<file path="src/rtl/demux1_2_2bit_fifo_if.sv">
// Handshake bundle for the buffered 1:2 demux: one producer lane in, two consumer lanes out.
interface demux1_2_2bit_fifo_if;
   logic [1:0] in_demux2bit;
   logic       valid_in;
   logic       selec_2bit;
   logic       ready_in;
   logic [1:0] out1_demux2bit;
   logic       valid_out1;
   logic       pop1;
   logic [1:0] out2_demux2bit;
   logic       valid_out2;
   logic       pop2;
   logic       full1;
   logic       full2;
   logic       err;

   modport master (
      output in_demux2bit, valid_in, selec_2bit, pop1, pop2,
      input  ready_in, out1_demux2bit, valid_out1, out2_demux2bit, valid_out2,
             full1, full2, err
   );

   modport slave (
      input  in_demux2bit, valid_in, selec_2bit, pop1, pop2,
      output ready_in, out1_demux2bit, valid_out1, out2_demux2bit, valid_out2,
             full1, full2, err
   );
endinterface

</file>
<file path="src/rtl/demux1_2_2bit_fifo.sv">
// Buffered 1:2 demux: each accepted 2-bit word goes to one of two independent
// first-word-fall-through FIFOs chosen by selec_2bit.
module demux1_2_2bit_fifo #(
   parameter int unsigned DEPTH = 4
) (
   input logic                  clk,
   input logic                  reset_L,
   demux1_2_2bit_fifo_if.slave  bus
);
   localparam int unsigned PW = $clog2(DEPTH);
   localparam int unsigned CW = PW + 1;

   logic [1:0] push;
   logic [1:0] pop_req;
   logic [1:0] pop;
   logic [1:0] full;
   logic [1:0] valid;
   logic [1:0] head [2];
   logic       err_q;

   // No full-bypass: readiness depends only on the selected FIFO's fill level.
   assign bus.ready_in = bus.selec_2bit ? !full[1] : !full[0];
   assign push[0]      = bus.valid_in & bus.ready_in & ~bus.selec_2bit;
   assign push[1]      = bus.valid_in & bus.ready_in &  bus.selec_2bit;
   assign pop_req      = {bus.pop2, bus.pop1};
   assign pop          = pop_req & valid;

   for (genvar f = 0; f < 2; f++) begin : g_fifo
      logic [1:0]    mem [DEPTH];
      logic [PW-1:0] wr_ptr;
      logic [PW-1:0] rd_ptr;
      logic [CW-1:0] count;
      logic [1:0]    last_q;

      // Storage carries no reset; contents are unreachable until rewritten.
      always_ff @(posedge clk) begin
         if (push[f]) mem[wr_ptr] <= bus.in_demux2bit;
      end

      always_ff @(posedge clk or negedge reset_L) begin
         if (!reset_L) begin
            wr_ptr <= '0;
            rd_ptr <= '0;
            count  <= '0;
            last_q <= 2'b00;
         end else begin
            if (push[f]) wr_ptr <= wr_ptr + PW'(1);
            if (pop[f])  rd_ptr <= rd_ptr + PW'(1);
            if (push[f] && !pop[f])      count <= count + CW'(1);
            else if (!push[f] && pop[f]) count <= count - CW'(1);
            // Remember the current head so the output holds it once the FIFO drains.
            if (valid[f]) last_q <= mem[rd_ptr];
         end
      end

      assign full[f]  = (count == CW'(DEPTH));
      assign valid[f] = (count != '0);
      assign head[f]  = valid[f] ? mem[rd_ptr] : last_q;
   end

   // Sticky error: pop from an empty FIFO or a rejected push.
   always_ff @(posedge clk or negedge reset_L) begin
      if (!reset_L) begin
         err_q <= 1'b0;
      end else if ((bus.pop1 & ~valid[0]) | (bus.pop2 & ~valid[1]) |
                   (bus.valid_in & ~bus.ready_in)) begin
         err_q <= 1'b1;
      end
   end

   assign bus.out1_demux2bit = head[0];
   assign bus.out2_demux2bit = head[1];
   assign bus.valid_out1     = valid[0];
   assign bus.valid_out2     = valid[1];
   assign bus.full1          = full[0];
   assign bus.full2          = full[1];
   assign bus.err            = err_q;
endmodule
</file>
<file path="src/flat_wrapper.sv">
// flat-port wrapper written by rule: the top's interface ports become plain ports
module demux1_2_2bit_fifo_flat 
#(
   parameter int unsigned DEPTH = 4
)
  (clk, reset_L, bus_in_demux2bit, bus_valid_in, bus_selec_2bit, bus_pop1, bus_pop2, bus_ready_in, bus_out1_demux2bit, bus_valid_out1, bus_out2_demux2bit, bus_valid_out2, bus_full1, bus_full2, bus_err);
  demux1_2_2bit_fifo_if bus_i ();
  input logic clk;
  input logic reset_L;
  input wire logic [$bits(bus_i.in_demux2bit)-1:0] bus_in_demux2bit;
  input wire logic [$bits(bus_i.valid_in)-1:0] bus_valid_in;
  input wire logic [$bits(bus_i.selec_2bit)-1:0] bus_selec_2bit;
  input wire logic [$bits(bus_i.pop1)-1:0] bus_pop1;
  input wire logic [$bits(bus_i.pop2)-1:0] bus_pop2;
  output wire logic [$bits(bus_i.ready_in)-1:0] bus_ready_in;
  output wire logic [$bits(bus_i.out1_demux2bit)-1:0] bus_out1_demux2bit;
  output wire logic [$bits(bus_i.valid_out1)-1:0] bus_valid_out1;
  output wire logic [$bits(bus_i.out2_demux2bit)-1:0] bus_out2_demux2bit;
  output wire logic [$bits(bus_i.valid_out2)-1:0] bus_valid_out2;
  output wire logic [$bits(bus_i.full1)-1:0] bus_full1;
  output wire logic [$bits(bus_i.full2)-1:0] bus_full2;
  output wire logic [$bits(bus_i.err)-1:0] bus_err;
  assign bus_i.in_demux2bit = bus_in_demux2bit;
  assign bus_i.valid_in = bus_valid_in;
  assign bus_i.selec_2bit = bus_selec_2bit;
  assign bus_i.pop1 = bus_pop1;
  assign bus_i.pop2 = bus_pop2;
  assign bus_ready_in = bus_i.ready_in;
  assign bus_out1_demux2bit = bus_i.out1_demux2bit;
  assign bus_valid_out1 = bus_i.valid_out1;
  assign bus_out2_demux2bit = bus_i.out2_demux2bit;
  assign bus_valid_out2 = bus_i.valid_out2;
  assign bus_full1 = bus_i.full1;
  assign bus_full2 = bus_i.full2;
  assign bus_err = bus_i.err;
  demux1_2_2bit_fifo #(.DEPTH(DEPTH)) u_core (.clk(clk), .reset_L(reset_L), .bus(bus_i));
endmodule
</file>
<file path="config.mk">
export PLATFORM = sky130hd
export DESIGN_NAME = demux1_2_2bit_fifo_flat
export DESIGN_NICKNAME = d
export VERILOG_FILES = /design/src/rtl/demux1_2_2bit_fifo_if.sv /design/src/rtl/demux1_2_2bit_fifo.sv /design/src/flat_wrapper.sv
export SDC_FILE = /design/constraint.sdc
export NUM_CORES = 1
export LEC_CHECK = 0
export ABC_AREA = 0
export CORE_MARGIN = 4
export CORE_UTILIZATION = 59
export CTS_CLUSTER_DIAMETER = 120
export DETAILED_ROUTE_END_ITERATION = 10
export GPL_TIMING_DRIVEN = 0
export PLACE_DENSITY = 0.83
export SLEW_MARGIN = 30
export SYNTH_ARGS = -nofsm -noshare
export SYNTH_HDL_FRONTEND = slang
export SYNTH_SLANG_ARGS = --single-unit
</file>
<file path="constraint.sdc">
create_clock -name clk -period 4.5 [get_ports clk]
set_input_delay 0.675 -clock clk [delete_from_list [all_inputs] [get_ports clk]]
set_output_delay 0.675 -clock clk [all_outputs]
set_load 0.02 [all_outputs]
</file>
Word level (Yosys, flattened, before mapping)
Memories as Yosys holds them, arrays and structs flattened. Cells that the tools add are included.

Register bits after elaboration: 19. Bits in writable memories: 16. Bits of input ports: 8. Logic and storage cells: 59. Memories: 2.

$add $sub $neg: 8. Eq/ne operators: 2. Mux-type cells: 11. Bitwise gates (word level): 13. Reduce and logical (&&, ||, !) cells: 14.

Memory list: u_core.g_fifo[0].mem (depth 4, width 2, read ports 1, clocked after memory_dff 0, write ports 1, line demux1_2_2bit_fifo.sv:29) `logic [1:0] mem [DEPTH];`; u_core.g_fifo[1].mem (depth 4, width 2, read ports 1, clocked after memory_dff 0, write ports 1, line demux1_2_2bit_fifo.sv:29).

Operators by type and width (count): 3-bit 2-to-1 mux (4); 2-bit by 1-bit adder with 2-bit output, second input constant (4); 3-bit by 1-bit adder with 3-bit output, second input constant (2); 1-bit bitwise AND (6); 3-bit == test, second input constant (2); 1-bit logical NOT (6); 3-bit nonzero test (2); 3-bit by 1-bit subtractor with 3-bit output, second input constant (2); 1-bit 2-to-1 mux (5); 1-bit logical AND (4); 2-bit 2-to-1 mux (2); 1-bit inverter (4); 2-bit nonzero test (2); 2-bit bitwise AND (1); 1-bit bitwise OR (2).

Longest topological paths before layout
Word-level depth: 9. Depth in mapped cells: 9.

Least setup slack after synthesis
OpenSTA, ideal clock, no wires.

Kind: register -> register. Start point: register u_core.g_fifo[1].count[0]. End point: register u_core.g_fifo[1].count[2]. Setup time: 0.079 ns. Arrival time: 2.051 ns. Required time: 4.421 ns. Slack: 2.370 ns. Stages on the path, launching flop included: 10. Buffers on the path: 1. Period minus slack after synthesis: 2.130 ns. Cell sequence: dfrtp_1 or3_1 buf_2 nand2_1 ha_1 inv_1 fa_1 xor2_1 nor2_1 xor2_1.

Elaborated cells between the ends (all ways): 16. Those cells by class: add/sub (2); eq/ne (1); mux (3); bitwise (3); reduce/logical (7).

RTL lines: from (decl) (line demux1_2_2bit_fifo.sv:32) `logic [CW-1:0] count;`; from (signal assigned) (line demux1_2_2bit_fifo.sv:49) `if (push[f] && !pop[f]) count <= count + CW'(1);`; from (signal assigned) (line demux1_2_2bit_fifo.sv:50) `else if (!push[f] && pop[f]) count <= count - CW'(1);`; 3-bit nonzero test * (line demux1_2_2bit_fifo.sv:57) `assign valid[f] = (count != '0);`; net bus_valid_out2 (line flat_wrapper.sv:19) `output wire logic [$bits(bus_i.valid_out2)-1:0] bus_valid_out2;`; 2-bit bitwise AND * (line demux1_2_2bit_fifo.sv:26) `assign pop = pop_req & valid;`; 1-bit logical NOT (line demux1_2_2bit_fifo.sv:49); 1-bit logical AND (line demux1_2_2bit_fifo.sv:49); 3-bit 2-to-1 mux or 2-bit nonzero test (tied branches).

Mark *: on every way through the listed nets, which the timed path passes. The rest lies on a longest branch. The select of a mux whose other input is x is not followed. A chain may end at the register's enable or synchronous reset.

Worst setup path in the final report
Start point: input port bus_selec_2bit. End point: output port bus_ready_in.

Word-level cells in the longest chain between the ends: 1.

Ends and longest elaborated chain: from (decl) (line flat_wrapper.sv:12) `input wire logic [$bits(bus_i.selec_2bit)-1:0] bus_selec_2bit;`; 1-bit 2-to-1 mux (line demux1_2_2bit_fifo.sv:22) `assign bus.ready_in = bus.selec_2bit ? !full[1] : !full[0];`; to (decl) (line flat_wrapper.sv:15) `output wire logic [$bits(bus_i.ready_in)-1:0] bus_ready_in;`.

No other way between the ends.

==> key figures <==
Worst setup path
  – Crit path DAT: 2.18 ns
  – Worst R2R Setup Slack: 2.23 ns
  – Cell Chain, Critical Path: clkdlybuf4s50_1 > mux2i_1 > clkdlybuf4s50_1
  – Setup crit start kind: input pin
  – Worst EP required: 3.83 ns
  – Worst-path fanout max: 3
  – CP max-delay cell: clkdlybuf4s50_1
  – Crit-path max cell delay: 0.64 ns
  – CP most frequent cell: clkdlybuf4s50_1
  – Buf/Inv on CP: 2
  – Worst Setup End Kind: output pin
  – Crit Path Class: input pin to output pin
  – Cell family with most CP delay: buffers and inverters

Global route
  – Vias in the first global route: 988
  – Grt peak-use layer: met2
  – First-pass GRT wire length: 4420 microns
  – Grt met1 use: 0.190
  – M3 GR Usage: 0.0702
  – Initial antenna violation count: 0
  – Grt total ovfl: 0
  – Global Route Usage Sum: 0.173
  – Met2 usage: 0.304
  – Largest net degree at the start of global routing: 20

CTS
  – Cts repair resizes: 0
  – Clk Latency, worst-skew pair: 0.33 ns
  – TritonCTS Buffers: 5
  – Maximum root-to-sink buffer count: 2
  – Root buf cell: clkbuf_4
  – CTS tree: yes
  – Hold buffers post-CTS: 0
  – # Post-CTS Setup Buffers: 0
  – Htree depth: 2
  – Clock-pin slew on the worst setup and hold paths: 0.10 ns
  – CTS Sinks: 35

Floorplanning
  – Row cnt: 18
  – # IOs: 18
  – Die area: 3660 sq um
  – Core ar.: 2540 sq um
  – Die Ht: 60.5 microns
  – DIE WIDTH: 60.5 microns
  – Starting Density: 0.639

Placed design
  – Routability cong.: 0.724
  – Port-buffer cells: 17
  – Area after DPL: 1830 sq um
  – Hpwl dp: 1940 microns

Synthesis
  – Synthesized area: 1630 sq um
  – Mapped Cells: 109
  – Mapped Nets: 129
  – Top post-synthesis cells by area: edfxtp_1, dfrtp_1, ha_1
  – Synthesized area per cell: 14.9 sq um
  – EDFF count, synth: 16
  – Top cells by count, synth: dfrtp_1, edfxtp_1, ha_1
  – Synth Register Bits: 35
  – Asr flop ratio synth: 0.543
  – Top FF cell, synth: dfrtp_1
  – Yosys cell types: 25
  – Cell taking the most area after synthesis: edfxtp_1
  – Yosys top cell area share: 0.295
  – Most frequent cell after synthesis: dfrtp_1
  – Post-synthesis sequential area ratio: 0.588
  – YS warnings: 0

Timing
  – Final Hold Viols: 0
  – Worst rel slew slack: 0.703
  – Slew @ Worst Pin: 0.446 ns
  – Slew Limit Fails: 0
  – Hold slack final: 0.273 ns
  – RSZ-0062 raised after global routing: false
  – F_max: 0.350 GHz
  – Minimum clock period: 2.86 ns
  – Period utilization: 0.635
  – Setup TNS: 0 ns
  – Setup violators final: 0
  – Worst Skew: 0.00891 ns

Finish
  – Util after Layout: 0.738
  – Fillcell total: 187
  – Fin area: 1880 sq um
  – Area Overhead vs Synth: 15.5%
  – Fin nets: 153
  – Share of cells above drive strength 1: 0.142
  – N_diodes: 0

Min path
  – Hold Path Class: input pin to asynchronous set/reset pin

Drt
  – Via density: 5.45
  – Vias: 894
  – Average wire per standard cell: 15.7 microns
  – # DRC: 0
  – DRT Pass-1 Iters: 4
  – Post-route ant nets: 0
  – Starting DRC count in detailed routing: 19
  – Total Wirelength: 2570 microns

Power
  – PwrDens: 634 nW/um^2
  – Peak supply drop: 0.000512 V
  – P_leak: 0.000777 uW

Outcome
  – Status: finished, final reports clean

Run
  – Max-Cap Viols: 0
## registers in the layout, indices dropped and copies added, names as in the netlist
name	cells
u_core.g_fifo.wr_ptr	4
u_core.g_fifo.mem	16
u_core.bus.err	1
u_core.g_fifo.count	6
u_core.g_fifo.rd_ptr	4
u_core.g_fifo.last_q	4
## per-layer routing
layer	part of all wire	routed length, microns
met1	0.40	1030
met2	0.51	1320
met3	0.069	177
met4	0.016	40
met5	0	0
## worst paths after layout
kind / depth (start not counted) / from / endpoint
setup reg to reg: 9 / u_core.g_fifo[1].count[0] / u_core.g_fifo[1].count[2]
setup / recovery: 3 / bus_selec_2bit / bus_ready_in
hold / removal: 1 / reset_L / u_core.g_fifo[0].count[0]
max in group asynchronous: 1 / reset_L / u_core.g_fifo[1].count[1]
hold reg to reg: 2 / u_core.g_fifo[0].last_q[1] / u_core.g_fifo[0].last_q[1]
min in group clk: 2 / u_core.g_fifo[0].last_q[1] / u_core.g_fifo[0].last_q[1]
## final cells by class
cell class,count,area (sq um),area share
multi-input cells,64,632,0.336
repair buffers,17,165,0.0879
flip-flops and latches,35,956,0.509
clock inverters,1,5.00,0.00266
clock buffers,7,45.0,0.0240
well taps,30,37.5,0.0200
inverters,9,33.8,0.0180
plain buffers,1,5.00,0.00266
## cell families after synthesis
kind of cell / Yosys count / share of synthesized area
AND/OR/NAND/NOR: 27 / 0.102
AO/OA/AOI/OAI: 2 / 0.00846
flip-flops: 35 / 0.588
XOR/XNOR: 12 / 0.0646
adder cells (fa/ha/maj): 12 / 0.102
multiplexers: 11 / 0.112
buffers and inverters: 10 / 0.0238
## cells in the final DEF (no fill, tap or decap), types with 4 or more instances in the layout
| master | instances |
|---|---|
| dfrtp_1 | 19 |
| clkdlybuf4s50_1 | 16 |
| edfxtp_1 | 16 |
| ha_1 | 10 |
| inv_1 | 9 |
| nand2_1 | 9 |
| and2_1 | 8 |
| xnor2_1 | 8 |
| clkbuf_4 | 5 |
| xor2_1 | 4 |
## power breakdown
| part | total [uW] | switching [uW] | internal (uW) | leakage [uW] |
|---|---|---|---|---|
| Sequential | 531 | 92.0 | 439 | 0.000364 |
| Clock | 157 | 96.4 | 60.9 | 0.0000293 |
| Combinational | 504 | 238 | 266 | 0.000383 |
## per-stage QoR
step                      setup WS [ns]  total power [uW]  instances
after floorplan                    2.37               866        109
after global placement             1.71              1020        156
after detailed placement           1.64              1050        156
after CTS                          1.63              1210        164
after global routing               1.54              1290        164
final                              1.64              1190        164
No activity file was read; power rests on OpenSTA's default activity.
